File: config.mk
export PLATFORM = sky130hd
export DESIGN_NAME = fp_result_sink
export DESIGN_NICKNAME = d
export VERILOG_FILES = /design/src/rtl/fp_result_sink.sv
export SDC_FILE = /design/constraint.sdc
export NUM_CORES = 1
export LEC_CHECK = 0
export CORE_MARGIN = 2
export CORE_UTILIZATION = 40
export CTS_CLUSTER_SIZE = 25
export DETAILED_ROUTE_END_ITERATION = 8
export SETUP_SLACK_MARGIN = 0.5
export SYNTH_ARGS = -nofsm -noshare
export SYNTH_HDL_FRONTEND = slang
export SYNTH_SLANG_ARGS = --single-unit
File: constraint.sdc
create_clock -name clk_i -period 3.2 [get_ports clk_i]
set_clock_uncertainty 0.2 [all_clocks]
set_input_delay 0.48 -clock clk_i [delete_from_list [all_inputs] [get_ports clk_i]]
set_output_delay 0.48 -clock clk_i [all_outputs]
set_load 0.005 [all_outputs]
File: src/rtl/fp_result_sink.sv
// fp_result_sink
//   Buffers FPU results in a small show-ahead FIFO, accumulates sticky
//   exception flags and counts accepted results.
//
// Ports
//   clk_i          single clock, rising edge
//   rst_i          synchronous active-high reset
//   res_valid_i    FPU result valid
//   res_ready_o    sink can accept a result (drives FPU out_ready)
//   res_data_i     FPU result
//   res_status_i   FPU exception flags {NV,DZ,OF,UF,NX} of this result
//   res_tag_i      FPU tag
//   flush_i        discard all buffered results
//   rd_en_i        consumer pops the head entry
//   rd_valid_o     head entry valid (FIFO non-empty)
//   rd_data_o      head result (show-ahead)
//   rd_status_o    head flags
//   rd_tag_o       head tag
//   count_o        occupied entries
//   fflags_o       sticky OR of flags of all accepted results
//   fflags_clr_i   clear fflags_o
//   result_cnt_o   total accepted results, saturating
module fp_result_sink #(
  parameter int unsigned DEPTH    = 4,
  parameter int unsigned DATA_W   = 32,
  parameter int unsigned STATUS_W = 5
) (
  input  logic                     clk_i,
  input  logic                     rst_i,
  input  logic                     res_valid_i,
  output logic                     res_ready_o,
  input  logic [DATA_W-1:0]        res_data_i,
  input  logic [STATUS_W-1:0]      res_status_i,
  input  logic                     res_tag_i,
  input  logic                     flush_i,
  input  logic                     rd_en_i,
  output logic                     rd_valid_o,
  output logic [DATA_W-1:0]        rd_data_o,
  output logic [STATUS_W-1:0]      rd_status_o,
  output logic                     rd_tag_o,
  output logic [$clog2(DEPTH):0]   count_o,
  output logic [STATUS_W-1:0]      fflags_o,
  input  logic                     fflags_clr_i,
  output logic [15:0]              result_cnt_o
);

  localparam int unsigned AW = $clog2(DEPTH);
  localparam int unsigned CW = AW + 1;
  localparam int unsigned EW = DATA_W + STATUS_W + 1;
  localparam logic [CW-1:0] FULL = CW'(DEPTH);

  typedef enum logic {RUN, FLUSH} state_t;

  state_t                state_q, state_d;
  logic [AW-1:0]         wr_ptr_q, rd_ptr_q;
  logic [CW-1:0]         count_q;
  logic [STATUS_W-1:0]   fflags_q;
  logic [15:0]           result_cnt_q;
  logic [EW-1:0]         mem [DEPTH];
  logic                  ready;
  logic                  push, pop;

  // Ready is also dropped while flush_i is asserted so that a handshake
  // seen by the FPU in the flush cycle is never silently discarded.
  always_comb begin
    state_d = state_q;
    ready   = 1'b0;
    unique case (state_q)
      RUN: begin
        ready = (count_q != FULL) && !flush_i;
        if (flush_i) state_d = FLUSH;
      end
      FLUSH: begin
        ready   = 1'b0;
        state_d = flush_i ? FLUSH : RUN;
      end
      default: state_d = RUN;
    endcase
  end

  assign push = res_valid_i && ready;
  assign pop  = rd_en_i && (count_q != '0) && !flush_i;

  always_ff @(posedge clk_i) begin
    if (rst_i) begin
      state_q      <= RUN;
      wr_ptr_q     <= '0;
      rd_ptr_q     <= '0;
      count_q      <= '0;
      fflags_q     <= '0;
      result_cnt_q <= '0;
    end else begin
      state_q <= state_d;
      if (flush_i) begin
        wr_ptr_q <= '0;
        rd_ptr_q <= '0;
        count_q  <= '0;
      end else begin
        if (push) wr_ptr_q <= wr_ptr_q + AW'(1);
        if (pop)  rd_ptr_q <= rd_ptr_q + AW'(1);
        if (push && !pop)      count_q <= count_q + CW'(1);
        else if (pop && !push) count_q <= count_q - CW'(1);
      end
      if (fflags_clr_i)  fflags_q <= push ? res_status_i : '0;
      else if (push)     fflags_q <= fflags_q | res_status_i;
      if (push && (result_cnt_q != '1)) result_cnt_q <= result_cnt_q + 16'd1;
    end
  end

  // Storage is not reset; head contents are meaningless while empty.
  always_ff @(posedge clk_i) begin
    if (push) mem[wr_ptr_q] <= {res_data_i, res_status_i, res_tag_i};
  end

  assign {rd_data_o, rd_status_o, rd_tag_o} = mem[rd_ptr_q];
  assign rd_valid_o   = (count_q != '0);
  assign res_ready_o  = ready;
  assign count_o      = count_q;
  assign fflags_o     = fflags_q;
  assign result_cnt_o = result_cnt_q;

endmodule

* Word-level counts from Yosys, hierarchy flattened *
Memories as Yosys holds them, arrays and structs flattened. A register that Yosys moved wholly into a read port is not among the register bits.
Index checks and enable logic that the tools add are counted.

storage, ports and cells
  bits in registers = 29
  bits in writable memories = 152
  bits of input ports = 44
  output and inout bits = 64
  logic and storage cells = 41
  memories = 1

memory list
  memory  depth  bits a word  rd ports  clocked after Yosys merged registers in  wr ports  line  RTL
  mem     4      38           1         1                                        1         59    logic [EW-1:0] mem [DEPTH];

operators by class
  add/subtract/negate cells = 5
  equal/unequal tests = 2
  mux-type cells = 11
  bitwise logic cells = 2
  reduce and logical (&&, ||, !) cells = 14

operator list
  operator               number
  $add 16x1->16 const B  1
  $ne 16x16->1 const B   1
  $mux 5                 3
  $logic_and 1x1->1      7
  $mux 3                 2
  $or 5x5->5             1
  $add 2x1->2 const B    2
  $mux 2                 2
  $reduce_bool 2->1      2
  $add 3x1->3 const B    1
  $logic_not 1->1        3
  $mux 1                 3
  $ne 3x3->1 const B     1
  $reduce_bool 3->1      1
  $sub 3x1->3 const B    1
  $pmux 1 s2             1
  $reduce_or 2->1        1
  $not 1->1              1

* Longest topological paths before layout *
  depth in word-level cells = 8
  depth in mapped cells = 10
  mapped depth without buffers = 9

* Least setup slack after synthesis *
No wires, ideal clock.

  path type = input to register
  from = in flush_i
  to = reg count_q[2], in the netlist count_o[2]
  setup time = 0.070 ns
  arrival = 2.227 ns
  required time = 2.930 ns
  setup slack = 0.703 ns
  stages on the path = 10
  path buffers = 1
  cells stage by stage = nor3b_4 > nand2_2 > buf_6 > inv_2 > ha_1 > inv_1 > fa_1 > xor2_1 > or3_1 > a21oi_1

on the way
  word-level cells in the longest chain between the ends = 7
  elaborated cells between the ends (all ways) = 12
  classes of those cells = mux (2); reduce/logical (10)

RTL lines
  what                         line  RTL
  start, declared              35    input logic flush_i,
  $logic_not 1->1 (*)          70    ready = (count_q != FULL) && !flush_i;
  $logic_and 1x1->1 (*)        70
  $pmux 1 s2 (*)               68    unique case (state_q)
  $logic_and 1x1->1 (*)        81    assign push = res_valid_i && ready;
  net push                     61    logic push, pop;
  $logic_not 1->1              102   else if (pop && !push) count_q <= count_q - CW'(1);
  $logic_and 1x1->1            102
  $reduce_bool 2->1 (no line)  n/a
  end signal, assigned         101   if (push && !pop) count_q <= count_q + CW'(1);
  end signal, assigned         102
  end, declared                56    logic [CW-1:0] count_q;

The timed path passes the listed nets; every way through them passes the cells marked *.
A chain may end at the register's enable or synchronous reset.

==> impl_metrics.toml <==
[pwr]
pwr-share-seq_pct = 53.2
internal_power_mw = 3.98
fin_total_pwr_mw = 4.93
comb_power_share_pct = 5.0
share_clk_of_total_power_pct = 41.8
power_leakage_nw = 3.04
p_switching_uw = 944
power-per-cell-area_nw_per_um2 = 537
irDropWorstVdd_mv = 0.340
switching_share_pct = 19.2

[timing]
setup-violations-final = 0
totalNegativeSetupSlack_ps = 0
min_period_over_period_pct = 83.7
final_hold_viol_count = 0
worst_pin_slew_ps = 772
final.min_clock_period_ps = 2680
grt_setup_unrepaired = "yes"
clock.fmax_mhz = 373
maxSlewViolCount = 0
worst_slew_margin_rel_pct = 48.1

[synth]
synth.top_cells.by_count = "152 x sky130_fd_sc_hd__edfxtp_1, 38 x sky130_fd_sc_hd__mux4_2, 31 x sky130_fd_sc_hd__dfxtp_1"
yosysWarningCount = 0
synth_edf_count = 152
seq_area_frac_synth_pct = 73.8
synthMostInstantiatedCell = "sky130_fd_sc_hd__edfxtp_1"
synth.distinct_cells = 44
synth_top_flop_cell = "sky130_fd_sc_hd__edfxtp_1"
synth_cells = 372
mappedNetlistNets = 423
ys_async_sr_fraction_pct = 0
syn-cell-area_um2 = 7030
synth-seq-cells = 183
synth.avg_cell_area_um2 = 18.9
synth_top_area_cell = "sky130_fd_sc_hd__edfxtp_1"
cell_types_with_the_largest_area_share_after_synthesis = "sky130_fd_sc_hd__edfxtp_1 65%, sky130_fd_sc_hd__mux4_2 12%, sky130_fd_sc_hd__dfxtp_1 8.8%"
synthDominantCellAreaShare_pct = 65.0

[floorplan]
floorplan.io_pins = 108
fp.dieW_um = 137
start_util_pct = 40.8
chipHeight_um = 137
die_area_um2 = 18600
core-area_um2 = 17200
num_rows = 48

[detailed_routing]
drt_first_iter_violations = 257
detailroute.via_count = 3771
wl_per_cell_um = 18.3
drc = 0
routed_via_density = 5.11
finalWirelength_mm = 13.5
antenna_violating_nets_post_route = 0
first_pass_detailed_route_iteration_total = 4

[cts]
clkLatencyLatePin_ps = 410
max-clock-path-buffers = 2
cts-root-buf = "sky130_fd_sc_hd__clkbuf_16"
h-tree-depth = 4
worst_setup_hold_path_clk_slew_ps = 60
cts_tree = "yes"
numCtsBuffers = 17
cts.sink_count = 183

[grt]
grt_max_degree = 39
grt_pass1_wl_mm = 20.5
overflow = 0
overall_track_demand_over_capacity_in_global_routing_pct = 14.9
first_global_vias = 3782
number_of_antenna_violations_at_the_first_check_in_global_routing = 0

[place]
finalWeightedCongestion = 0.782
port-buffer-count = 107
hpwl_mm = 8.06

[cells_and_area]
syn_to_final_growth_pct = 30.6
drive_gt1_share_pct = 20.1
final_util_pct = 53.3
finalNetCount = 550
filler_cell_count = 1348

[setup_path]
critical_path_arrival_ps = 2000
worst_path_maximum_fanout = 7
worstSetupStartpointType = "flop"
timing.critical_path.to_type = "primary output"
critical_path_class = "flop to primary output"
crit_required_ps = 2520

[run_status]
status = "completed"

[hold_path]
holdCritPathClass = "flop to flop"

[flow_run]
maxCapViolCount = 0
## path summary, 6_finish.rpt
kind / from / cells past startpoint / slack (ps) / end
max: flop / 3 / 520 / rd_data_o[22]
min: wr_ptr_q[1] / 2 / 310 / wr_ptr_q[1]
max reg2reg: count_o[0] / 8 / 800 / count_o[2]
min reg2reg: wr_ptr_q[1] / 2 / 310 / wr_ptr_q[1]
## metal layers
layer | vias to the layer above | global-route usage, % | wire length, µm
met3 | 12 | 4.30 | 813
met1 | 1900 | 20.1 | 6000
met4 | 0 | 4.63 | 128
met2 | 111 | 23.5 | 6540
li1 | 1748 | - | -
met5 | - | 0 | 0
## repair_timing
item / CTS / global route
setup endpoints to repair: 33 / 37
hold buffers: 0 / 0
cloned: 1 / 1
resized for setup: 2 / 15
buffers inserted: 1 / 4
## placed cells by master (no fill, tap or decap), types with 2 or more instances in the layout
cell type                           n
sky130_fd_sc_hd__nand4_2            2
sky130_fd_sc_hd__and3_2             4
sky130_fd_sc_hd__nor2b_1           12
sky130_fd_sc_hd__buf_4              7
sky130_fd_sc_hd__nand3_1            2
sky130_fd_sc_hd__a211oi_1           2
sky130_fd_sc_hd__nor4_1             4
sky130_fd_sc_hd__clkinv_4           2
sky130_fd_sc_hd__edfxtp_1         152
sky130_fd_sc_hd__mux2_2             5
sky130_fd_sc_hd__clkbuf_1           3
sky130_fd_sc_hd__clkbuf_16         18
sky130_fd_sc_hd__nor2_1            18
sky130_fd_sc_hd__nand3b_1           2
sky130_fd_sc_hd__ha_1               6
sky130_fd_sc_hd__buf_12             6
sky130_fd_sc_hd__xor2_1             4
sky130_fd_sc_hd__clkinv_2           2
sky130_fd_sc_hd__clkinvlp_4         3
sky130_fd_sc_hd__and3_1             2
sky130_fd_sc_hd__o31ai_1            5
sky130_fd_sc_hd__nand2_1            8
sky130_fd_sc_hd__nand4_1            4
sky130_fd_sc_hd__mux4_2            38
sky130_fd_sc_hd__a21oi_1           17
sky130_fd_sc_hd__clkdlybuf4s50_1   95
sky130_fd_sc_hd__nor3b_1            2
sky130_fd_sc_hd__or3_1              5
sky130_fd_sc_hd__inv_1              5
sky130_fd_sc_hd__dlymetal6s2s_1    11
sky130_fd_sc_hd__dfxtp_1           29
sky130_fd_sc_hd__or4_1              5
sky130_fd_sc_hd__nor3_1             2
sky130_fd_sc_hd__bufinv_16          3
sky130_fd_sc_hd__o21ai_0            4
## registers in the layout, summed over array words and instances, names as in the netlist, named ones only
name / count
count_o: 3
result_cnt_o: 16
state_q: 1
mem: 152
wr_ptr_q: 2
rd_ptr_q: 2
fflags_o: 5
## worst max-delay path, stage by stage (launching register included)
cell,delay (ps)
sky130_fd_sc_hd__dfxtp_4,430
sky130_fd_sc_hd__buf_6,180
sky130_fd_sc_hd__mux4_2,500
sky130_fd_sc_hd__clkdlybuf4s50_1,480
## power by group through the flow
stage	Sequential [mW]	Combinational, mW	Clock, mW
after global placement	2.67	0.238	0
after floorplan	2.67	0.0856	0
after global routing	2.62	0.265	2.19
final	2.62	0.244	2.06
after CTS	2.62	0.247	2.11
after detailed placement	2.67	0.244	0
## cells by family (layout without fill, tap and decap cells)
logic type,after synthesis,count (layout),synth area share [%]
AOI/OAI and AO/OA,30,30,2.48
xor gates and xnor gates,4,4,0.499
adders and majority gates,7,7,1.35
buffers and inverters,22,162,1.44
DFF,183,183,73.8
muxes,45,45,13.3
other,0,1,0
and+or+nand+nor,81,81,7.10
## area by class of cell
cell class	instances	area [µm²]	area share, %
sequential	183	5190	56.5
multi-input combinational	167	1750	19.0
timing repair buffer	124	1350	14.7
clock buffer	20	437	4.76
tap	225	282	3.07
clock inverter	12	153	1.66
inverter	6	22.5	0.245
antenna	1	2.50	0.0273
## per-stage QoR
stage | instance area (µm²) | std cells | hold WS (ps) | setup WS (ps)
floorplan | 7030 | 372 | 266 | 703
global placement | 8460 | 698 | 281 | 310
detailed placement | 8460 | 698 | 305 | 224
CTS | 9090 | 732 | 315 | 393
global route | 9180 | 737 | 340 | 427
finish | 9180 | 738 | 311 | 521
Power figures use the tool's default switching activity.
